## src/rtl/mem_ctrl.sv

```systemverilog
// ---------------------------------------------------------------------------
// mem_ctrl : multi-cycle load/store controller for a word-addressed 16-bit
// memory with little-endian byte lanes. One request is taken in IDLE. The
// memory bus is driven until mem_r is seen or the wait budget runs out. Load
// data is returned aligned and sign-extended (byte) on a one-cycle done pulse.
// Optional feature macro: UNALIGNED_TRAP_EN (trap unaligned word accesses).
// The byte-access select is carried on port is_byte.
// ---------------------------------------------------------------------------
module mem_ctrl #(
   parameter int unsigned MAX_WAIT = 16
) (
   input  logic        clk,
   input  logic        reset,
   input  logic        req,
   input  logic        we,
   input  logic        is_byte,
   input  logic [15:0] addr,
   input  logic [15:0] wdata,
   output logic [15:0] rdata,
   output logic        done,
   output logic        busy,
   output logic        bus_err,
   output logic        fault,
   output logic        mem_en,
   output logic [1:0]  mem_we,
   output logic [14:0] mem_addr,
   output logic [15:0] mem_wdata,
   input  logic [15:0] mem_rdata,
   input  logic        mem_r
);

`ifdef UNALIGNED_TRAP_EN
   typedef enum logic [1:0] {ST_IDLE = 2'd0, ST_ACCESS = 2'd1, ST_DONE = 2'd2, ST_FAULT = 2'd3} state_t;
`else
   typedef enum logic [1:0] {ST_IDLE = 2'd0, ST_ACCESS = 2'd1, ST_DONE = 2'd2} state_t;
`endif

   // Last wait-counter value before the access is abandoned as a bus error.
   localparam logic [7:0] WAIT_LAST = 8'(MAX_WAIT - 1);

   state_t     state_r;
   logic [7:0] wait_r;
   logic       we_r;
   logic       byte_r;
   logic       lane_r;

`ifdef UNALIGNED_TRAP_EN
   logic       fault_r;
   assign fault = fault_r;
`else
   assign fault = 1'b0;
`endif

   // Pick the addressed lane for byte loads and sign-extend it; words pass through.
   function automatic logic [15:0] load_align(input logic [15:0] word,
                                              input logic        is_b,
                                              input logic        hi);
      logic [7:0] lane;
      lane = hi ? word[15:8] : word[7:0];
      if (is_b) begin
         load_align = {{8{lane[7]}}, lane};
      end else begin
         load_align = word;
      end
   endfunction

   // Byte-lane write enables for a store: both lanes for words, one lane for bytes.
   function automatic logic [1:0] lane_we(input logic w, input logic is_b, input logic hi);
      if (!w) begin
         lane_we = 2'b00;
      end else if (!is_b) begin
         lane_we = 2'b11;
      end else begin
         lane_we = hi ? 2'b10 : 2'b01;
      end
   endfunction

   // Access FSM with all outputs registered.
   always_ff @(posedge clk) begin
      if (reset) begin
         state_r   <= ST_IDLE;
         wait_r    <= 8'h00;
         we_r      <= 1'b0;
         byte_r    <= 1'b0;
         lane_r    <= 1'b0;
         rdata     <= 16'h0000;
         done      <= 1'b0;
         busy      <= 1'b0;
         bus_err   <= 1'b0;
         mem_en    <= 1'b0;
         mem_we    <= 2'b00;
         mem_addr  <= 15'h0000;
         mem_wdata <= 16'h0000;
`ifdef UNALIGNED_TRAP_EN
         fault_r   <= 1'b0;
`endif
      end else begin
         case (state_r)
            ST_IDLE: begin
               done    <= 1'b0;
               bus_err <= 1'b0;
               if (req) begin
`ifdef UNALIGNED_TRAP_EN
                  if (!is_byte && addr[0]) begin
                     // Unaligned word: no bus cycle, report through FAULT.
                     state_r <= ST_FAULT;
                     fault_r <= 1'b1;
                     done    <= 1'b1;
                     busy    <= 1'b1;
                  end else
`endif
                  begin
                     state_r   <= ST_ACCESS;
                     busy      <= 1'b1;
                     wait_r    <= 8'h00;
                     we_r      <= we;
                     byte_r    <= is_byte;
                     lane_r    <= addr[0];
                     mem_en    <= 1'b1;
                     mem_addr  <= addr[15:1];
                     mem_we    <= lane_we(we, is_byte, addr[0]);
                     mem_wdata <= is_byte ? {wdata[7:0], wdata[7:0]} : wdata;
                  end
               end else begin
                  busy <= 1'b0;
               end
            end
            ST_ACCESS: begin
               if (mem_r) begin
                  if (!we_r) begin
                     rdata <= load_align(mem_rdata, byte_r, lane_r);
                  end
                  state_r <= ST_DONE;
                  done    <= 1'b1;
                  mem_en  <= 1'b0;
                  mem_we  <= 2'b00;
               end else if (wait_r == WAIT_LAST) begin
                  // Memory never answered: abort with a bus error and zero data.
                  rdata   <= 16'h0000;
                  state_r <= ST_DONE;
                  done    <= 1'b1;
                  bus_err <= 1'b1;
                  mem_en  <= 1'b0;
                  mem_we  <= 2'b00;
               end else begin
                  wait_r <= wait_r + 8'd1;
               end
            end
            ST_DONE: begin
               state_r <= ST_IDLE;
               done    <= 1'b0;
               bus_err <= 1'b0;
               busy    <= 1'b0;
            end
`ifdef UNALIGNED_TRAP_EN
            ST_FAULT: begin
               state_r <= ST_IDLE;
               done    <= 1'b0;
               fault_r <= 1'b0;
               busy    <= 1'b0;
            end
`endif
            default: begin
               state_r <= ST_IDLE;
               done    <= 1'b0;
               bus_err <= 1'b0;
               busy    <= 1'b0;
               mem_en  <= 1'b0;
               mem_we  <= 2'b00;
            end
         endcase
      end
   end

endmodule

```

## config.mk

```make
export PLATFORM = sky130hd
export DESIGN_NAME = mem_ctrl
export DESIGN_NICKNAME = d
export VERILOG_FILES = /design/src/rtl/mem_ctrl.sv
export SDC_FILE = /design/constraint.sdc
export NUM_CORES = 1
export LEC_CHECK = 0
export ABC_AREA = 1
export CORE_UTILIZATION = 30
export CTS_BUF_LIST = sky130_fd_sc_hd__clkbuf_2 sky130_fd_sc_hd__clkbuf_4 sky130_fd_sc_hd__clkbuf_8
export CTS_CLUSTER_SIZE = 20
export DETAILED_ROUTE_END_ITERATION = 10
export GPL_ROUTABILITY_DRIVEN = 1
export PLACE_DENSITY = 0.58
export SETUP_SLACK_MARGIN = 0.5
export SYNTH_ARGS = -nofsm -noshare
export SYNTH_HDL_FRONTEND = slang
export SYNTH_SLANG_ARGS = --single-unit
```

## constraint.sdc

```tcl
create_clock -name clk -period 1.7 [get_ports clk]
set_input_delay 0.51 -clock clk [delete_from_list [all_inputs] [get_ports clk]]
set_output_delay 0.51 -clock clk [all_outputs]
set_load 0.05 [all_outputs]
```

**Word level (Yosys, flattened, before mapping)**

Cells that the tools add are included.

- Register bits: 66
- Bits of input ports: 54
- Logic and storage cells: 64

- $add $sub $neg: 1
- Equality and inequality tests: 8
- Multiplexer cells: 29
- Bitwise logic cells: 3
- Reductions and logical operators: 10

Operators with widths:

| operator | count |
|---|---|
| 16-bit two-way mux | 5 |
| 8-bit two-way mux | 4 |
| 2-bit two-way mux | 9 |
| 8-bit case mux with 2 select lines | 1 |
| 8-bit by 1-bit adder with 8-bit output (second input constant) | 1 |
| 8-bit by 4-bit == test with 1-bit output (second input constant) | 1 |
| 2-bit inequality test (second input constant) | 4 |
| 1-bit two-way mux | 6 |
| 2-bit case mux with 3 select lines | 1 |
| 2-bit AND reduction | 3 |
| 3-bit AND reduction | 2 |
| 2-bit case mux with 2 select lines | 1 |
| 4-bit AND reduction | 1 |
| 2-bit nonzero test | 2 |
| 3-bit inequality test (second input constant) | 1 |
| 1-bit inverter | 3 |
| 1-bit case mux with 3 select lines | 1 |
| 2-bit by 1-bit == test with 1-bit output (second input constant) | 1 |
| 2-bit == test (second input constant) | 1 |
| 2-bit zero test | 1 |
| 1-bit case mux with 2 select lines | 1 |
| 2-bit OR reduction | 1 |

**Logic depth before layout (Yosys ltp)**

- Word-level depth: 5
- Depth in mapped cells: 10
- Gate-level depth less buffers: 10

**Least setup slack after synthesis**

No wires, ideal clock.

- Kind: register to register
- From: register wait_r[0]
- To: register rdata[10]
- Library setup time: 0.132 ns
- Arrival time: 1.280 ns
- Data required time: 1.568 ns
- Setup slack: 0.287 ns
- Stages on the path, launching flop included: 8
- Clock period less this slack: 1.413 ns
- Path through: dfxtp_1 -> ha_1 -> nand3_1 -> o21ai_4 -> nand2_4 -> buf_6 -> nand2_1 -> a21oi_1

- Word-level cells in the longest chain between the ends: 3

Ends and longest elaborated chain:

| item | line | text |
|---|---|---|
| start, declared | 42 | `logic [7:0] wait_r;` |
| start signal, assigned | 146 | `wait_r <= wait_r + 8'd1;` |
| 8-bit by 4-bit == test with 1-bit output | 137 | `end else if (wait_r == WAIT_LAST) begin` |
| 2-bit nonzero test (no line) | - |  |
| 3-bit AND reduction (no line) | - |  |
| end signal, assigned | 131 | `rdata <= load_align(mem_rdata, byte_r, lane_r);` |
| end, declared | 19 | `output logic [15:0] rdata,` |

No other way between the ends.
A chain may end at the register's enable or synchronous reset.

**Worst setup path in the final report**

- From: register wait_r[1]
- To: register rdata[5]

Same word-level chain as after synthesis.

==> reports/qor.yml <==
clock_tree:
  cts-root-buf: "clkbuf_8"
  clockBufferDepth: 2
  numCtsBuffers: 9
  clock_sinks: 66
  h-tree-depth: 3
  clkTransAtPathRegs_ns: 0.07
  clk_latency_ns: 0.35
  cts_tree: "built"
routing:
  wl_per_cell_um: 14.5
  first_pass_iters: 6
  ant_nets: 0
  dr.first_iter.drc_count: 147
  post_drt_via_cell_ratio: 4.79
  via_count: 3103
  routed_wl_um: 9380
  drc: 0
synthesis:
  syn_inst: 388
  synth_common_cells: "nand2_1, dfxtp_1, nor2_1"
  synth-simple-area-share: 0.271
  synth_edf_count: 0
  synth_top_area_cell: "dfxtp_1"
  async_reset_ff_frac: 0
  ys_warn_count: 0
  syn-cell-area_um2: 2790
  yosysMostFrequentCell: "nand2_1"
  synth_area_leaders: "dfxtp_1, nand2_1, nor2_1"
  synth_xor_area_frac: 0
  synthAdderAreaFrac: 0.00448
  postSynthAreaPerCell_um2: 7.20
  synth_compound_area_frac: 0.181
  synth_top_family_by_area: "simple AND/OR/NAND/NOR gates"
  ys_types: 27
  syn-num-nets: 443
  ys_seq_area_frac: 0.473
  synth-main-ff-cell: "dfxtp_1"
  synth_top_area_share: 0.473
  muxShareOfSynthArea: 0
  synth_seq_cells: 66
critical_path:
  r2r_start: "wait_r[1]"
  critical_path_class: "flip-flop to flip-flop"
  cp_data_required_time_ns: 1.94
  crit_slowest_cell: "dfxtp_2"
  path_cells: "ha_4, nand3_4, o21ai_4, buf_6, nand3_2, nand2_1, nor2_1"
  end_kind: "flip-flop"
  startpoint: "wait_r[1]"
  reg2reg_slack_ns: 0.32
  startpoint_type: "flip-flop"
  max_stage_delay_ns: 0.35
  worstPathMaxFanout: 5
  crit_arrival_ns: 1.62
sta:
  hold_violations: 0
  fmax_mhz: 725
  drv_slew: 0
  hold_ws_ns: 0.470
  layout_setup_ws_ns: 0.320
  rsz0062_at_grt: "true"
  period_needed_ns: 1.38
  min_period_over_period: 0.812
  finalSetupViolCount: 0
  finClkSkew_ns: 0.0101
floorplan:
  rows: 34
  core_um2: 8850
  initial_core_util: 0.316
  die_h_um: 98.5
  die-area_um2: 9700
  die_w_um: 98.5
  ios: 108
power_and_ir_drop:
  switching_share: 0.292
  switching_power_mw: 1.39
  powerDensity_nw_per_um2: 867
  leakage_nw: 2.30
  seqPwrFrac: 0.372
  clock_power_share: 0.348
  peakVddDrop_uv: 497
  internal_power_mw: 3.37
  power_frac_comb: 0.280
grt:
  grt_pass1_vias: 2886
  grt_pass1_wl_um: 13400
  antenna_found_initial: 0
  grtUsageTotal: 0.175
  grt_max_degree: 32
  grt.overflow.total: 0
job:
  maxCapViolations: 0
cells_and_area:
  fin_cells: 648
  area_growth_pct: 96.6
  antennaDiodeCount: 0
  fin_nets: 590
  utilization: 0.621
  drive_above_1_share: 0.446
placed_design:
  dp_cells: 604
  gp_congestion: 0.854
  dp_slack_ns: -0.133
  numPortBuffers: 106
  dp_hpwl_um: 5820
min_path:
  min_from: "rdata[0]"
  min_path_type: "flip-flop to flip-flop"
run_status:
  outcome: "complete, no violations"
-- power by group through the flow --
stage	Clock [mW]	Sequential, mW	Combinational [mW]
6_report	1.66	1.77	1.33
5_1_grt	1.75	1.79	1.41
2_1_floorplan	0	2.04	0.279
3_3_place_gp	0	1.78	1.17
3_5_place_dp	0	1.79	1.18
4_1_cts	1.68	1.78	1.25
-- registers in the layout, indices dropped and copies added (netlist names) --
signal / flops
lane_r: 1
mem_addr: 15
wait_r: 8
mem_wdata: 16
busy: 1
done: 1
mem_en: 1
bus_err: 1
rdata: 16
mem_we: 2
we_r: 1
byte_r: 1
state_r: 2
-- final timing paths --
check,to,depth (start not counted)
max,rdata[5],7
min,rdata[0],2
max reg2reg,rdata[5],7
min reg2reg,rdata[0],2
-- area by class of cell --
class,instances,area (um^2)
inverters,28,113
well taps,108,135
multi-input cells,280,1510
repair buffers,150,2070
fillers,714,3360
flip-flops and latches,66,1410
clock buffers,11,151
clock inverters,5,100
-- through the flow --
step	setup TNS, ns	cell area (um^2)	total power, mW
after floorplan	0	2840	2.32
after global placement	-4.80	4650	2.96
after detailed placement	-5.26	4650	2.97
after CTS	0	5190	4.71
after global routing	0	5490	4.94
final	0	5490	4.76
-- routing by layer --
layer  vias up  share of wire  global-route usage
met5         -              0                   0
met4         0          0.023              0.0907
met2       108           0.47               0.276
met3        16          0.087              0.0674
li1       1552              -                   -
met1      1427           0.42               0.208
-- layout by cell type (no fill, tap or decap), types with 2 or more instances in the layout --
cell,n
nand2_1,64
a21oi_1,36
nor2_2,4
buf_6,7
clkbuf_16,3
clkbuf_8,11
nand3_2,5
o21ai_0,34
nand3_4,2
dfxtp_1,7
inv_1,18
nand2_4,7
nor2_4,4
dfxtp_2,52
dlygate4sd2_1,3
bufinv_16,3
dfxtp_4,7
nor2_1,61
a21oi_2,9
o21ai_2,2
clkinv_2,2
nand2_2,21
nand3_1,9
buf_4,28
o21ai_1,10
inv_2,8
clkdlybuf4s50_1,49
o211ai_1,4
buf_12,57
-- logic make-up (layout without fill, tap and decap cells) --
group           after synthesis  count (layout)
buf+inv                      45             194
fa+ha+maj                     1               1
simple gates                179             182
compound gates               96              96
flops                        66              66
other cells                   1               1
-- critical path, delay by kind of cell, from the launching register on --
kind / cells / cell delay [ns]
flops: 1 / 0.35
fa+ha+maj: 1 / 0.18
compound gates: 1 / 0.28
buf+inv: 1 / 0.17
simple gates: 4 / 0.28
-- timing repair --
item | in CTS | in global routing
pin swaps | 13 | 23
buffers inserted | 8 | 12
cloned | 3 | 5
hold buffers | 0 | 0
resized for setup | 102 | 50
setup endpoints to repair | 119 | 104
Note: power is estimated with default switching activity, not from simulation.
